<file path="src/rtl/sort_stream_ctrl.sv">
// Stream wrapper around the insertion_sort block: loads a batch with push commands,
// sorts it, then drains it with pop commands onto a valid/ready output stream.
module sort_stream_ctrl #(
    parameter int unsigned DW    = 16,
    parameter int unsigned DEPTH = 255,
    parameter int unsigned TMO   = 16
) (
    input  logic          clk,
    input  logic          rstn,
    input  logic          enable,
    input  logic [DW-1:0] s_data,
    input  logic          s_valid,
    input  logic          s_last,
    output logic          s_ready,
    output logic [DW-1:0] m_data,
    output logic          m_valid,
    output logic          m_last,
    input  logic          m_ready,
    output logic          srt_push,
    output logic          srt_pop,
    output logic          srt_clear,
    output logic          srt_sort,
    output logic [DW-1:0] srt_din,
    input  logic [DW-1:0] srt_dout,
    input  logic          srt_full,
    input  logic          srt_empty,
    input  logic          srt_idle,
    output logic          busy,
    output logic          err,
    output logic [8:0]    cnt
);

    typedef enum logic [2:0] {StIdle, StLoad, StSort, StPop, StEmit, StErr} state_e;

    localparam int unsigned TW       = $clog2(TMO + 1);
    localparam logic [8:0]  DepthCnt = 9'(DEPTH);
    localparam logic [TW-1:0] TmoLast = TW'(TMO - 1);

    state_e        state_q;
    logic          wait_q;     // a command is outstanding
    logic          phase_b_q;  // idle has dropped, waiting for it to rise again
    logic          last_q;
    logic [TW-1:0] tmo_q;

    // Gated by enable so a frozen block never completes an input handshake.
    assign s_ready = enable && (state_q == StLoad) && !wait_q && !srt_full && (cnt < DepthCnt);
    assign busy    = (state_q != StIdle);

    always_ff @(posedge clk or negedge rstn) begin
        if (!rstn) begin
            state_q   <= StIdle;
            wait_q    <= 1'b0;
            phase_b_q <= 1'b0;
            last_q    <= 1'b0;
            tmo_q     <= '0;
            srt_push  <= 1'b0;
            srt_pop   <= 1'b0;
            srt_clear <= 1'b0;
            srt_sort  <= 1'b0;
            srt_din   <= '0;
            m_data    <= '0;
            m_valid   <= 1'b0;
            m_last    <= 1'b0;
            err       <= 1'b0;
            cnt       <= '0;
        end else if (enable) begin
            if (wait_q) begin
                if (!phase_b_q) begin
                    if (!srt_idle) begin
                        phase_b_q <= 1'b1;
                    end else if (tmo_q == TmoLast) begin
                        state_q <= StErr;
                        err     <= 1'b1;
                        wait_q  <= 1'b0;
                    end else begin
                        tmo_q <= tmo_q + 1'b1;
                    end
                end else if (srt_idle) begin
                    wait_q <= 1'b0;
                    unique case (state_q)
                        StIdle: state_q <= StLoad;
                        StLoad: if (last_q || cnt == DepthCnt) state_q <= StSort;
                        StSort: state_q <= StPop;
                        StPop: begin
                            m_data  <= srt_dout;
                            m_last  <= srt_empty;
                            m_valid <= 1'b1;
                            state_q <= StEmit;
                        end
                        default: ;
                    endcase
                end
            end else begin
                unique case (state_q)
                    StIdle: begin
                        if (s_valid) begin
                            cnt       <= '0;
                            srt_clear <= ~srt_clear;
                            wait_q    <= 1'b1;
                            phase_b_q <= 1'b0;
                            tmo_q     <= '0;
                        end
                    end
                    StLoad: begin
                        if (s_ready && s_valid) begin
                            srt_din   <= s_data;
                            last_q    <= s_last;
                            cnt       <= cnt + 9'd1;
                            srt_push  <= ~srt_push;
                            wait_q    <= 1'b1;
                            phase_b_q <= 1'b0;
                            tmo_q     <= '0;
                        end
                    end
                    StSort: begin
                        if (cnt >= 9'd2) begin
                            srt_sort  <= ~srt_sort;
                            wait_q    <= 1'b1;
                            phase_b_q <= 1'b0;
                            tmo_q     <= '0;
                        end else begin
                            state_q <= StPop;
                        end
                    end
                    StPop: begin
                        if (srt_empty) begin
                            state_q <= StIdle;
                        end else begin
                            srt_pop   <= ~srt_pop;
                            wait_q    <= 1'b1;
                            phase_b_q <= 1'b0;
                            tmo_q     <= '0;
                        end
                    end
                    StEmit: begin
                        if (m_ready) begin
                            m_valid <= 1'b0;
                            state_q <= m_last ? StIdle : StPop;
                        end
                    end
                    StErr: ;
                    default: ;
                endcase
            end
        end
    end

endmodule

</file>
<file path="config.mk">
export PLATFORM = sky130hd
export DESIGN_NAME = sort_stream_ctrl
export DESIGN_NICKNAME = d
export VERILOG_FILES = /design/src/rtl/sort_stream_ctrl.sv
export SDC_FILE = /design/constraint.sdc
export NUM_CORES = 1
export LEC_CHECK = 0
export CORE_ASPECT_RATIO = 1.1
export CORE_MARGIN = 4
export CORE_UTILIZATION = 40
export CTS_CLUSTER_SIZE = 14
export DETAILED_ROUTE_END_ITERATION = 16
export HOLD_SLACK_MARGIN = 0.08
export PLACE_DENSITY = 0.73
export SLEW_MARGIN = 20
export SYNTH_ARGS = -nofsm -noshare
export SYNTH_HDL_FRONTEND = slang
export SYNTH_SLANG_ARGS = --single-unit
export TNS_END_PERCENT = 20
</file>
<file path="constraint.sdc">
create_clock -name clk -period 2.8 [get_ports clk]
set_clock_uncertainty 0.2 [all_clocks]
set_input_delay 0.84 -clock clk [delete_from_list [all_inputs] [get_ports clk]]
set_output_delay 0.84 -clock clk [all_outputs]
set_load 0.02 [all_outputs]
</file>
==> results.md, run 1 <==
* Result of the run: completed
* Worst hold path type: flip-flop to flip-flop
* Leftover overflow at the end of global routing at 0
* Die area at between 8000 and 9000 um2
* Fraction of final layout cells sized beyond drive strength 1 at 24.8%
* Area delta synth->final at 51.6%
* Library cell used as clock root buffer: sky130_fd_sc_hd__clkbuf_8
* CTS H-Tree Depth at 3
* Minimum clock period after layout at around 2.7 ns
* Effective utilization at floorplan at roughly two fifths
* Proportion of register bits with asynchronous set or reset after synthesis at 100%
* Avg Inst Size Synth at ~11 um2
* Worst reg2reg setup slack at around 0.6 ns
* Number of design-rule violations left by the first detailed-router iteration at between 150 and 200
* Residual DRC at 0
* Final Cycle Share at between 90% and 100%
* Worst setup EP type: output pin
* Maximum Capacitance Violations at 0
* Buffers on Ports at 90
* Path type of the worst setup path: flip-flop to output pin
* Wire per inst at approximately 15 um
* HPWL after detailed placement at around 5300 um
* Most frequently used flop master after synthesis: sky130_fd_sc_hd__dfrtp_1
* Post-synthesis net count at about 290
* Slew at the pin closest to its max-slew limit at 0.732 ns
* Number of top-level design ports at just over 90
* # rows at 31
* Avg Vias per Cell at about 5.2
* Worst EP arrival at between 1.5 and 2 ns
* Wire length of the first global-routing pass at ~12000 um
* Final std cells w/o fill at between 400 and 500
* Number of inserted diodes at 0
* CORE AREA at between 6000 and 7000 um2
* Cts-stage hold buffer count at 0
* Post-synth EDFFs at 0
* Number of antenna violations at the first check in global routing at 0
* Clock tree buffer depth at 2
* Syn Inst Count at about 250
* Number of hold violations in the final report at 0
* GPL Wtd Cong at about 0.90
* Biggest cell delay along the critical path at ~0.4 ns
* Hold WS at 0.267 ns
* # fillers at approximately 570
* Ys Warns at 0
* Vias in the first global route at 2452
* Final sum of negative setup slack at 0 ns
* Clk Latency, worst-skew pair at between 0.3 and 0.4 ns
* Startpoint types: flip-flop
* Data required time of the worst path at 1.76 ns
* Series of cell instances along the critical path: buf_4, or3_1, dlygate4sd2_1
* Horizontal die dimension at between 80 and 90 um
* Total number of nets in the final design at 420
* Worst slew slack as a fraction of its limit at 51.2%
* Unrepaired setup endpoints after global routing: false
* Critical path's top delay family: buffers and inverters
* Number of max-slew violations in the final report at 0
* Maximum number of pins on one net before global-route repair at 35
* Clock transition at the register clock pins on the worst setup and hold paths after CTS at around 0.06 ns
* GR Util All Layers at ~18%
* Final setup vio count at 0
* Clk sink count at 59
* Critical path's slowest cell: sky130_fd_sc_hd__or3_1
* Multi-input logic area at around 1300 um2
* Share of synthesized area occupied by flip-flops and latches at a little over half
* #FFs+latches synth at 59
* CTS tree: yes
* Peak supply drop at roughly 0.00060 V
* Count of antenna-violating nets left after detailed routing at 0
* Max Fanout on Critical Path at 8
* Power density of the placed cells at between 900 and 1000 nW/um2
* Vertical die dimension at about 96 um
* Pre-Repair DR Iteration Count at 5
* Routed vias at 2406
* Number of buffer and inverter instances along the worst setup path at 2
* Distinct cell type count of the synthesized netlist at 50
* Achievable frequency at 377 MHz
* Clock buffers created by TritonCTS at 9
* Final wirelength at roughly 7000 um
* Storage cell area at roughly 1500 um2
* Count of placed standard cells including taps at approximately 440
* Leak pwr at 1.93 nW
* Cell area after synthesis at between 2000 and 3000 um2
[sequential cells by signal (all words and copies together) (netlist names)]
signal / cells
m_data: 16
srt_din: 16
cnt: 9
tmo_q: 5
state_q: 3
err: 1
last_q: 1
m_last: 1
m_valid: 1
phase_b_q: 1
srt_clear: 1
srt_pop: 1
srt_push: 1
srt_sort: 1
wait_q: 1
[Yosys cell counts, types with 2 or more instances]
cell	n	area share [%]
sky130_fd_sc_hd__dfrtp_1	59	52
sky130_fd_sc_hd__xnor2_1	3	0.93
sky130_fd_sc_hd__o311ai_1	2	0.62
sky130_fd_sc_hd__mux2_2	34	14
sky130_fd_sc_hd__xor2_1	2	0.62
sky130_fd_sc_hd__or3_1	6	1.3
sky130_fd_sc_hd__o21ai_0	14	2.5
sky130_fd_sc_hd__nor2b_1	2	0.44
sky130_fd_sc_hd__o2bb2ai_1	3	0.93
sky130_fd_sc_hd__nand2_1	13	1.7
sky130_fd_sc_hd__inv_1	10	1.3
sky130_fd_sc_hd__nor2_1	13	1.7
sky130_fd_sc_hd__nand2b_1	7	1.5
sky130_fd_sc_hd__nand4_1	2	0.44
sky130_fd_sc_hd__buf_6	2	0.79
sky130_fd_sc_hd__o21bai_1	2	0.53
sky130_fd_sc_hd__a21oi_1	11	1.9
sky130_fd_sc_hd__and4_1	2	0.62
sky130_fd_sc_hd__nor3_1	6	1.1
sky130_fd_sc_hd__buf_2	3	0.53
sky130_fd_sc_hd__nand3b_1	2	0.53
sky130_fd_sc_hd__and3_1	2	0.44
sky130_fd_sc_hd__clkbuf_1	4	0.53
sky130_fd_sc_hd__ha_1	5	2.2
sky130_fd_sc_hd__nand3_1	9	1.6
sky130_fd_sc_hd__nor3_4	2	1.1
sky130_fd_sc_hd__and2_1	2	0.44
sky130_fd_sc_hd__a31oi_1	4	0.88
[power by group]
group | leakage, nW | internal, W | switching (W)
clock network | 0.113 | 0.000548 | 0.000332
registers | 0.765 | 0.00117 | 0.000189
logic | 1.05 | 0.000955 | 0.000979
total | 1.93 | 0.00267 | 0.00150
[routing by layer]
metal  global-route usage, %  routed length [um]  vias to the layer above
met3                    6.85                 581                       13
li1                        -                   -                     1149
met2                    27.4                3480                       82
met1                    21.6                2860                     1162
met5                       0                   0                        -
met4                    8.56                 140                        0
[area by class of cell]
class	instances	share of cell area (%)
sequential	59	34.4
inverter	10	0.874
clock inverter	4	1.69
tap	82	2.39
multi-input combinational	170	29.7
timing repair buffer	124	27.4
clock buffer	12	3.61
[metrics by stage]
| stage | total power, W | worst slack (ns) | cell area, um2 | utilization, % |
|---|---|---|---|---|
| global placement | 0.00326 | -0.508 | 4050 | 60.0 |
| finish | 0.00417 | 0.147 | 4300 | 63.7 |
| global route | 0.00444 | 0.109 | 4300 | 63.7 |
| floorplan | 0.00243 | 0.136 | 2830 | - |
| detailed placement | 0.00331 | -0.542 | 4050 | 60.0 |
| CTS | 0.00420 | -0.0471 | 4280 | 63.4 |
[path summary, 6_finish.rpt]
check,endpoint,from,cells after the start
worst min register to register,srt_pop$_DFFE_PN0P_,srt_pop$_DFFE_PN0P_,1
worst max register to register,state_q[2]$_DFFE_PN0P_,cnt[0]$_DFFE_PN0P_,10
worst max-delay path,busy,state_q[1]$_DFFE_PN0P_,3
min in group asynchronous,srt_din[14]$_DFFE_PN0P_,rstn,1
max in group asynchronous,tmo_q[2]$_DFFE_PN0P_,rstn,2
worst min-delay path,srt_pop$_DFFE_PN0P_,srt_pop$_DFFE_PN0P_,1
[kinds of logic (layout without fill, tap and decap cells)]
logic type / count (synthesis) / count (layout) / synth area share (%)
simple gates: 74 / 74 / 14.6
flops: 59 / 59 / 52.1
compound gates: 52 / 52 / 12.8
mux: 34 / 34 / 13.5
buf+inv: 19 / 150 / 3.18
fa+ha+maj: 5 / 5 / 2.21
xor+xnor: 5 / 5 / 1.55
[worst reg2reg max path: stages (launching register included)]
cell,delay (ns)
sky130_fd_sc_hd__dfrtp_1,0.35
sky130_fd_sc_hd__buf_4,0.14
sky130_fd_sc_hd__ha_1,0.22
sky130_fd_sc_hd__nand2_1,0.09
sky130_fd_sc_hd__nor2_1,0.12
sky130_fd_sc_hd__ha_1,0.16
sky130_fd_sc_hd__nor2_1,0.05
sky130_fd_sc_hd__a31oi_1,0.18
sky130_fd_sc_hd__o211a_1,0.22
sky130_fd_sc_hd__o21ai_0,0.14
sky130_fd_sc_hd__a32o_1,0.23
[cells in the final DEF (no fill, tap or decap), types with 5 or more instances in the layout]
cell,netlist,final
sky130_fd_sc_hd__a21oi_1,11,11
sky130_fd_sc_hd__or3_1,6,6
sky130_fd_sc_hd__nand2_1,13,13
sky130_fd_sc_hd__mux2_2,34,34
sky130_fd_sc_hd__inv_1,10,10
sky130_fd_sc_hd__nand2b_1,7,7
sky130_fd_sc_hd__ha_1,5,5
sky130_fd_sc_hd__dfrtp_1,59,59
sky130_fd_sc_hd__o21ai_0,14,14
sky130_fd_sc_hd__nor2_1,13,13
sky130_fd_sc_hd__clkbuf_8,0,11
sky130_fd_sc_hd__nand3_1,9,9
sky130_fd_sc_hd__nor3_1,6,5
sky130_fd_sc_hd__buf_4,0,33
sky130_fd_sc_hd__clkdlybuf4s50_1,0,85
[timing repair]
action,4_1_cts,5_1_grt
pin swaps,0,2
gates resized for setup,8,3
setup buffers,0,1
endpoints found under the setup margin,2,1
endpoints found under the hold margin,0,0
Power figures use the tool's default switching activity.
==> run 2: changes to the inputs <==
--- a/config.mk
+++ b/config.mk
@@ -7,11 +7,12 @@
 export LEC_CHECK = 0
 export CORE_ASPECT_RATIO = 1.1
 export CORE_MARGIN = 4
-export CORE_UTILIZATION = 40
+export CORE_UTILIZATION = 61
 export CTS_CLUSTER_SIZE = 14
 export DETAILED_ROUTE_END_ITERATION = 16
+export DONT_BUFFER_PORTS = 1
 export HOLD_SLACK_MARGIN = 0.08
-export PLACE_DENSITY = 0.73
+export PLACE_DENSITY = 0.79
 export SLEW_MARGIN = 20
 export SYNTH_ARGS = -nofsm -noshare
 export SYNTH_HDL_FRONTEND = slang
==> constraint.sdc (replaced) <==
create_clock -name clk -period 2.49 [get_ports clk]
set_clock_uncertainty 0.2 [all_clocks]
set_input_delay 0.747 -clock clk [delete_from_list [all_inputs] [get_ports clk]]
set_output_delay 0.747 -clock clk [all_outputs]
set_load 0.02 [all_outputs]
==> run 2 against run 1 <==
Against the previous run:
- sequential share of layout area up 11 points
- power down 5.0%
- first-iteration DRC count up 13%
- sequential power up 40%
- combinational power down 38%
- routed wire length down 10%
- via count down 16%
- die area down 32%
- worst hold slack better by 0.044 ns
- clock power down 2%
- worst setup slack worse by 0.033 ns
- final cell count down 28%
- critical path type unchanged
==> results.md, run 2 (synthesis gave the netlist of run 1 again) <==
* Final Cycle Share at between 90% and 100%
* Path type of the worst setup path: flip-flop to output pin
* Clock tree buffer depth at 2
* CTS H-Tree Depth at 3
* Unrepaired setup endpoints after global routing: false
* Slack of the critical path at between 0.1 and 0.15 ns
* Vertical die dimension at approximately 79 um
* Leak pwr at 1.49 nW
* Slew at the pin closest to its max-slew limit at around 0.42 ns
* Count of antenna-violating nets left after detailed routing at 0
* Routed length on met1 at roughly 2400 um
* Largest registers ranked by flip-flop count: m_data (16), srt_din (16), cnt (9)
* Commonest non-fill, non-tap cells in the layout: 58 x sky130_fd_sc_hd__dfrtp_1, 34 x sky130_fd_sc_hd__mux2_2, 20 x sky130_fd_sc_hd__buf_4
* Multi-input logic area at roughly 1300 um2
* Max Fanout on Critical Path at 4
* Seq pwr share at between 40% and 50%
* Residual DRC at 0
* Clock buffers created by TritonCTS at 9
* Number of hold violations in the final report at 0
* Min-Delay Startpoint: tmo_q[4]$_DFFE_PN0P_
* Number of antenna violations at the first check in global routing at 0
* Die area at between 5000 and 6000 um2
* Peak supply drop at roughly 0.00073 V
* Count of placed standard cells including taps at between 300 and 400
* Internal portion of total power at between 0.002 and 0.0025 W
* Storage cell area at between 1000 and 1500 um2
* Beginning of the critical path: state_q[2]$_DFFE_PN0P_
* Fraction of final layout cells sized beyond drive strength 1 at between 30% and 40%
* Routed met2 length at about 3400 um
* Final wirelength at 6340 um
* Buffers on Ports at 0
* Achievable frequency at 421 MHz
* Power dissipated by switching net loads at 0.00163 W
* Effective utilization at floorplan at about 65%
* Number of max-slew violations in the final report at 0
* Top metal layer carrying routed signals: met4
* Routed vias at a little over 2k
* Area delta synth->final at 15.0%
* Wire per inst at between 15 and 20 um
* Clock transition at the register clock pins on the worst setup and hold paths after CTS at ~0.070 ns
* Leading cell type in the layout, fill and taps excluded: sky130_fd_sc_hd__dfrtp_1
* Final sum of negative setup slack at 0 ns
* # fillers at 287
* Worst reg2reg setup slack at roughly 0.26 ns
* HPWL after detailed placement at 4370 um
* CORE AREA at roughly 4400 um2
* Worst hold path type: flip-flop to flip-flop
* Result of the run: completed
* Clock share of power at a little over a fifth
* Power density of the placed cells at approximately 1200 nW/um2
* Final std cells w/o fill at 331
* Number of inserted diodes at 0
* Number of top-level design ports at 91
* Worst slew slack as a fraction of its limit at between 70% and 80%
* Vias in the first global route at between 2k and 2.5k
* Crit Reg-Reg Startpoint: wait_q$_DFFE_PN0P_
* Final setup vio count at 0
* Clk Latency, worst-skew pair at 0.33 ns
* Overall power of the completed layout at about 0.0040 W
* Worst EP arrival at 1.43 ns
* GR Util All Layers at approximately a quarter
* Avg Vias per Cell at between 6 and 7
* Worst setup EP type: output pin
* Library cell used as clock root buffer: sky130_fd_sc_hd__clkbuf_8
* Worst slack at placement at 0.129 ns
* Combinational share of power at between 30 and 40%
* # rows at 25
* Met3 wire len at between 400 and 500 um
* Leftover overflow at the end of global routing at 0
* Minimum clock period after layout at between 2 and 2.5 ns
* Data required time of the worst path at roughly 1.5 ns
* Number of design-rule violations left by the first detailed-router iteration at roughly 190
* Total number of nets in the final design at roughly 320
* Maximum number of pins on one net before global-route repair at 60
* Horizontal die dimension at ~73 um
* Pre-Repair DR Iteration Count at 4
* Clk sink count at about 60
* Maximum Capacitance Violations at 0
* Proportion of total power due to net switching at 41.1%
* Wire length of the first global-routing pass at between 10000 and 15000 um
* CTS tree: yes
* Startpoint types: flip-flop
* GPL Wtd Cong at between 0.8 and 0.9
run 2: cell type report:
type,instances,share of cell area [%]
Clock buffer,9,3.80
Clock inverter,7,2.34
Inverter,10,1.15
Multi-Input combinational cell,170,39.5
Sequential cell,59,45.3
Tap cell,54,2.07
Timing Repair Buffer,22,5.76
run 2: routing by layer:
metal / vias to the layer above / global-route usage [%]
met4: 0 / 8.86
li1: 947 / -
met5: - / 0
met2: 73 / 38.4
met3: 6 / 9.32
met1: 998 / 27.7
run 2: final timing paths:
check | cells after the start | end
max in group asynchronous | 2 | tmo_q[2]$_DFFE_PN0P_
worst max-delay path | 5 | s_ready
min in group asynchronous | 2 | cnt[7]$_DFFE_PN0P_
worst max register to register | 6 | cnt[5]$_DFFE_PN0P_
worst min-delay path | 2 | tmo_q[4]$_DFFE_PN0P_
worst min register to register | 2 | tmo_q[4]$_DFFE_PN0P_
run 2: power by group through the flow:
stage                     registers, W  clock network [W]  logic, W
after global placement         0.00191                  0   0.00110
after global routing           0.00194           0.000936   0.00136
after floorplan                0.00186                  0  0.000873
after CTS                      0.00191           0.000887   0.00119
after detailed placement       0.00192                  0   0.00114
final                          0.00190           0.000866   0.00120
run 2: repair_timing:
| action | in CTS | in global routing |
|---|---|---|
| buffers inserted | 1 | 0 |
| endpoints found under the hold margin | 59 | 0 |
| pin swaps | 0 | 1 |
| setup endpoints to repair | 1 | 1 |
| hold buffers | 2 | 0 |
| resized for setup | 5 | 3 |
run 2: per-stage QoR:
step	hold slack [ns]	utilization [%]	area, um2
6_report	0.312	74.4	3260
5_1_grt	0.327	74.4	3260
4_1_cts	0.310	74.2	3250
3_5_place_dp	0.253	68.3	2990
3_3_place_gp	0.253	68.3	2990
2_1_floorplan	0.251	-	2830
run 2: worst max-delay path, stage by stage (launching register included):
cell                      delay, ns
sky130_fd_sc_hd__dfrtp_1       0.37
sky130_fd_sc_hd__and2b_2       0.22
sky130_fd_sc_hd__and2_4        0.15
sky130_fd_sc_hd__nand2_1       0.08
sky130_fd_sc_hd__nor3_2        0.11
sky130_fd_sc_hd__buf_4         0.16
